**config.mk**
```make
export PLATFORM = sky130hd
export DESIGN_NAME = spi_receiver
export DESIGN_NICKNAME = d
export VERILOG_FILES = /design/src/rtl/spi_receiver.sv
export SDC_FILE = /design/constraint.sdc
export NUM_CORES = 1
export LEC_CHECK = 0
export CAP_MARGIN = 10
export CORE_ASPECT_RATIO = 1.75
export CORE_MARGIN = 2
export CORE_UTILIZATION = 55
export DETAILED_ROUTE_END_ITERATION = 16
export DONT_BUFFER_PORTS = 1
export PLACE_DENSITY = 0.79
export SYNTH_ARGS = -nofsm -noshare
export SYNTH_HDL_FRONTEND = slang
export SYNTH_SLANG_ARGS = --single-unit
```
**constraint.sdc**
```tcl
create_clock -name i_clk -period 2.15 [get_ports i_clk]
set_clock_uncertainty 0.05 [all_clocks]
set_input_delay 0.5375 -clock i_clk [delete_from_list [all_inputs] [get_ports i_clk]]
set_output_delay 0.5375 -clock i_clk [all_outputs]
set_load 0.05 [all_outputs]
```
**src/rtl/spi_receiver.sv**
```systemverilog
// spi_receiver: oversampled SPI shift-in endpoint, MSB-first capture on sck falling edges,
// with a one-deep valid/ready output register and overrun/abort pulses.
module spi_receiver #(
  parameter int DATA_WIDTH  = 8,
  parameter int SYNC_STAGES = 2
) (
  input  logic                  i_clk,
  input  logic                  i_rst,
  input  logic                  i_start,
  input  logic [3:0]            i_data_length,
  input  logic                  i_sck,
  input  logic                  i_mosi,
  input  logic                  i_ready,
  output logic [DATA_WIDTH-1:0] o_data,
  output logic                  o_valid,
  output logic                  o_busy,
  output logic                  o_overrun,
  output logic                  o_abort
);
  localparam int CW = $clog2(DATA_WIDTH + 1);
  typedef enum logic {IDLE, RECV} state_t;
  state_t                r_state;
  logic [SYNC_STAGES-1:0] r_sck_sync, r_mosi_sync;
  logic                  r_sck_prev;
  logic [DATA_WIDTH-1:0] r_shift;
  logic [CW-1:0]         r_cnt, r_len;
  logic                  w_sck, w_mosi, w_fall;
  logic [CW-1:0]         w_len, w_cnt_nxt;
  logic [DATA_WIDTH-1:0] w_word, w_mask;
  assign w_sck     = r_sck_sync[SYNC_STAGES-1];
  assign w_mosi    = r_mosi_sync[SYNC_STAGES-1];
  assign w_fall    = r_sck_prev & ~w_sck;
  // Zero or oversized lengths fall back to a full-width word
  assign w_len     = (i_data_length == 4'd0 || 32'(i_data_length) > DATA_WIDTH) ? CW'(DATA_WIDTH) : CW'(i_data_length);
  assign w_cnt_nxt = r_cnt + 1'b1;
  assign w_word    = {r_shift[DATA_WIDTH-2:0], w_mosi};
  assign w_mask    = ~({DATA_WIDTH{1'b1}} << r_len);
  assign o_busy    = (r_state == RECV);
  always_ff @(posedge i_clk or posedge i_rst) begin
    if (i_rst) begin
      r_state     <= IDLE;
      r_sck_sync  <= '0;
      r_mosi_sync <= '0;
      r_sck_prev  <= 1'b0;
      r_shift     <= '0;
      r_cnt       <= '0;
      r_len       <= '0;
      o_data      <= '0;
      o_valid     <= 1'b0;
      o_overrun   <= 1'b0;
      o_abort     <= 1'b0;
    end else begin
      r_sck_sync  <= {r_sck_sync[SYNC_STAGES-2:0], i_sck};
      r_mosi_sync <= {r_mosi_sync[SYNC_STAGES-2:0], i_mosi};
      r_sck_prev  <= w_sck;
      o_overrun   <= 1'b0;
      o_abort     <= 1'b0;
      if (o_valid && i_ready) o_valid <= 1'b0;
      // A start pulse outranks a coincident fall event
      if (i_start) begin
        r_state <= RECV;
        r_shift <= '0;
        r_cnt   <= '0;
        r_len   <= w_len;
        o_abort <= (r_state == RECV) && (r_cnt != '0);
      end else if (r_state == RECV && w_fall) begin
        r_shift <= w_word;
        r_cnt   <= w_cnt_nxt;
        if (w_cnt_nxt == r_len) begin
          o_data    <= w_word & w_mask;
          o_valid   <= 1'b1;
          o_overrun <= o_valid & ~i_ready;
          r_state   <= IDLE;
        end
      end
    end
  end
endmodule

```
* Yosys cells after proc, flatten, opt, wreduce, memory -nomap -nowiden
Index checks and enable logic that the tools add are counted.
** Word-level totals
- Flip-flop bits (word level) :: 32
- Input port bits :: 10
- Word-level logic and storage cells :: 48
- Output and inout port bits :: 12
** Operators by class
- Multiplexer cells :: 16
- Shifts and indexed selects :: 1
- Equal/unequal tests :: 1
- Order comparisons :: 1
- Reduce and logical (&&, ||, !) cells :: 10
- Bitwise gates (word level) :: 7
- $add $sub $neg :: 1
** Operators with widths (count)
- two-way mux 7 bit :: 2
- two-way mux 4 bit :: 3
- two-way mux 1 bit :: 11
- bitwise AND 8 bit :: 1
- NOT 8 bit :: 1
- left shift 8 x 4 -> 8 bit (first input constant) :: 1
- adder 4 x 1 -> 4 bit (second input constant) :: 1
- == test 4 bit :: 1
- greater-than comparator 4 bit (second input constant) :: 1
- zero test 4 bit :: 1
- nonzero test 2 bit :: 2
- nonzero test 4 bit :: 1
- logical AND 1 bit :: 3
- NOT 1 bit :: 3
- AND reduction 3 bit :: 1
- bitwise AND 1 bit :: 2
- AND reduction 2 bit :: 1
- logical OR 1 bit :: 1

* Logic depth before layout (Yosys ltp)
- Depth after elaboration :: 5
- Gate-level depth with buffers :: 7
- Gate-level depth less buffers :: 6

* Worst setup path after synthesis
No wires, ideal clock.
- Path kind :: reg2reg
- Start point :: register r_cnt[0]
- End point :: register o_data[1]
- Path slack :: 355 ps
- Buffers on the path :: 1
- Library setup time :: 125 ps
- Stages on the path, launching flop included :: 8
- Required time :: 1975 ps
- Clock period less this slack :: 1795 ps
- Arrival :: 1620 ps
- Cells stage by stage :: dfrtp_1 inv_1 ha_1 xor2_1 nor2_1 nand4_2 buf_6 mux2_4
** On the way
- Cells in the longest elaborated chain, start to end :: 3
** Ends and longest elaborated chain
- from (decl) :: line 26 : logic [CW-1:0] r_cnt, r_len;
- from (signal assigned) :: line 68 : r_cnt <= w_cnt_nxt;
- adder 4 x 1 -> 4 bit :: line 35 : assign w_cnt_nxt = r_cnt + 1'b1;
- == test 4 bit :: line 69 : if (w_cnt_nxt == r_len) begin
- AND reduction 3 bit (no line)
- to (signal assigned) :: line 70 : o_data <= w_word & w_mask;
- to (decl) :: line 14 : output logic [DATA_WIDTH-1:0] o_data,
No other way between the ends.
A chain may end at the register's enable or synchronous reset.

* Worst setup path in the final report
- Start point :: register r_cnt[0]
- End point :: register o_data[2]
Same word-level chain as after synthesis.

==> impl_metrics.json <==
{
  "status": "finished clean",
  "postCtsSetupBuffers": 0,
  "io_buffers": 0,
  "reg2reg_depth": 6,
  "antenna_left": 0,
  "antennaDiodeCount": 0,
  "routed_wl_mm": 2.620,
  "fmax_mhz": 514.5,
  "power.density_nw_per_um2": 841.6,
  "critPathRequiredTime_ps": 2270,
  "grt_max_degree": 23,
  "syn_inst": 134,
  "layout_min_cycle_time_ps": 1944,
  "multi_input_area_um2": 545.5,
  "syn_nets": 146,
  "initial_core_util_pct": 57.18,
  "reg2reg_from": "r_cnt[0]",
  "setup.worst_path.end": "o_data[2]",
  "dp.final_hpwl_mm": 1.926,
  "regArea_um2": 800.8,
  "grt_pass1_vias": 975,
  "die_h_um": 71.34,
  "grt_overflow": 0,
  "slew_viol_final": 0,
  "cp_data_arrival_time_ps": 2060,
  "tns_ps": 0,
  "die_area_um2": 3031,
  "via_count": 970,
  "ys_seq_area_share_pct": 56.19,
  "syn-cell-area_um2": 1425,
  "synth.avg_cell_area_um2": 10.64,
  "path_class": "reg -> reg",
  "syn_to_final_growth_pct": 8.955,
  "r2r_end": "o_data[2]",
  "min_period_over_period_pct": 90.40,
  "io_pins": 22,
  "p_leak_nw": 0.7319,
  "antenna_found_initial": 0,
  "clk_pin_slew_ps": 60,
  "drcViolationCount": 0,
  "rows": 24,
  "cts_buffer_depth": 2,
  "cts_root_buffer": "clkbuf_8",
  "avgViaCountPerCell": 5.879,
  "fill_cells": 205,
  "setup.worst_path.end_class": "flop",
  "hold_violations": 0,
  "vdd_drop_max_uv": 603.0,
  "cts.sinks": 32,
  "grt_first_pass_wirelength_mm": 4.478,
  "rsz0062_at_grt": "no",
  "post-place-ws_ps": 131.0,
  "fin_nets": 150,
  "tritoncts": "yes",
  "cp_max_fo": 9,
  "synth_top_area_share_pct": 56.19,
  "htreeDepth": 2,
  "grt_usage_pct": 20.37,
  "dr.pass1.iters": 4,
  "drive_gt1_share_pct": 12.23,
  "worstMarginPinSlew_ps": 497.1,
  "place_congestion": 0.8222,
  "cts_buffers": 5,
  "synth_top_cells_by_area": "dfrtp_1 56%, nand2_1 6.3%, a21oi_1 4.9%",
  "setup_viol": 0,
  "core_um2": 2492,
  "ys_types": 32,
  "clock_latency_ps": 280,
  "drtIter0Drc": 29,
  "synth_seq_cells": 32,
  "layout_setup_ws_ps": 206.4,
  "crit_start": "r_cnt[0]",
  "worstSetupStartpointType": "flop",
  "synth_area_leader_cell": "dfrtp_1",
  "hold_class": "in -> async",
  "wl_per_cell_um": 15.88,
  "fp.dieW_um": 42.48,
  "relSlewSlack_pct": 66.86,
  "r2r_slack_ps": 210,
  "yosys_warnings": 0,
  "maxCapViolCount": 0
}
==> cell families (layout without fill, tap and decap cells) <==
group	count (synthesis)	count (layout)	synth area share, %
adders and majority gates	2	2	1.756
xor gates and xnor gates	7	7	5.356
muxes	7	7	6.058
and+or+nand+nor	43	43	13.78
buffers and inverters	17	22	6.145
DFF	32	32	56.19
AOI/OAI and AO/OA	26	26	10.71
==> cell usage in the layout, fill, tap and decap left out <==
cell type and count:
a211oi_1 1, a21oi_1 14, a31oi_1 1, and3b_1 1
buf_12 1, buf_4 4, clkbuf_1 2, clkbuf_8 6
dfrtp_1 32, ha_1 2, inv_1 9, mux2_2 1
mux2_4 3, mux2i_1 3, nand2_1 24, nand2b_1 1
nand3_1 3, nand3b_1 1, nand4_4 1, nor2_1 7
nor2b_1 3, nor3_1 1, o21a_1 1, o21ai_0 3
o22ai_1 3, o2bb2ai_1 1, o31a_2 1, o41ai_1 1
or3_1 1, xnor2_1 3, xor2_1 3, xor3_1 1
==> per-stage QoR <==
step / instances / util (%) / instance area (um2) / total power [mW] / hold WS (ps)
2_1_floorplan: 134 / - / 1425 / 0.8340 / 281.2
3_3_place_gp: 157 / 58.33 / 1454 / 0.8514 / 283.9
3_5_place_dp: 157 / 58.33 / 1454 / 0.8568 / 289.7
4_1_cts: 165 / 61.95 / 1544 / 1.318 / 126.2
5_1_grt: 165 / 62.30 / 1553 / 1.359 / 159.8
6_report: 165 / 62.30 / 1553 / 1.307 / 110.0
==> report_power, final <==
| group | internal (mW) | total, mW | switching, mW |
|---|---|---|---|
| Sequential | 0.636 | 0.745 | 0.108 |
| Clock | 0.260 | 0.459 | 0.199 |
| Combinational | 0.0440 | 0.103 | 0.0588 |
==> flip-flops by register name (all words and copies together) (netlist names), 2 cells and up <==
name,count
r_cnt,4
r_shift,7
r_mosi_sync,2
r_sck_sync,2
r_len,4
o_data,8
==> critical path, cell delays in order, from the launching register on <==
cell,delay (ps)
dfrtp_1,430
inv_1,80
ha_1,330
xor2_1,150
nor2_1,210
nand4_4,220
mux2_4,350
==> Yosys cell counts (all sizes together) <==
cell type	instances
a211oi	1
a21oi	14
a31oi	1
and3b	1
buf	5
clkbuf	3
dfrtp	32
ha	2
inv	9
mux2	4
mux2i	3
nand2	24
nand2b	1
nand3	3
nand3b	1
nand4	1
nor2	7
nor2b	3
nor3	1
o21a	1
o21ai	3
o22ai	3
o2bb2ai	1
o31a	1
o41ai	1
or3	1
xnor2	3
xor2	3
xor3	1
==> worst min-delay path by stage <==
stage               cells after the start  slack (ps)              to      startpoint
CTS                                     1         130       o_data[3]           i_rst
global route                            1         160       o_data[1]           i_rst
detailed placement                      0         290  r_mosi_sync[1]  r_mosi_sync[0]
floorplan                               0         280  r_mosi_sync[1]  r_mosi_sync[0]
finish                                  1         110       o_data[1]           i_rst
global placement                        0         280   r_sck_sync[1]   r_sck_sync[0]
==> repair_timing <==
action | 4_1_cts | 5_1_grt
gates resized for setup | 0 | 1
setup endpoints to repair | 0 | 1
hold buffers | 0 | 0
==> per-layer routing <==
metal  vias up  part of all wire (%)  GRT usage (%)
li1        449                     -              -
met1       480                    38          21.02
met2        32                    55          35.21
met3         9                   4.7          7.053
met4         0                   2.9          11.11
met5         -                     0              0
==> final cells by class <==
| type | count | area share [%] |
|---|---|---|
| flip-flops and latches | 32 | 51.57 |
| multi-input cells | 85 | 35.13 |
| repair buffers | 5 | 3.223 |
| inverters | 9 | 2.176 |
| clock buffers | 8 | 5.802 |
| well taps | 26 | 2.095 |
(Power assumes the default switching activity.)
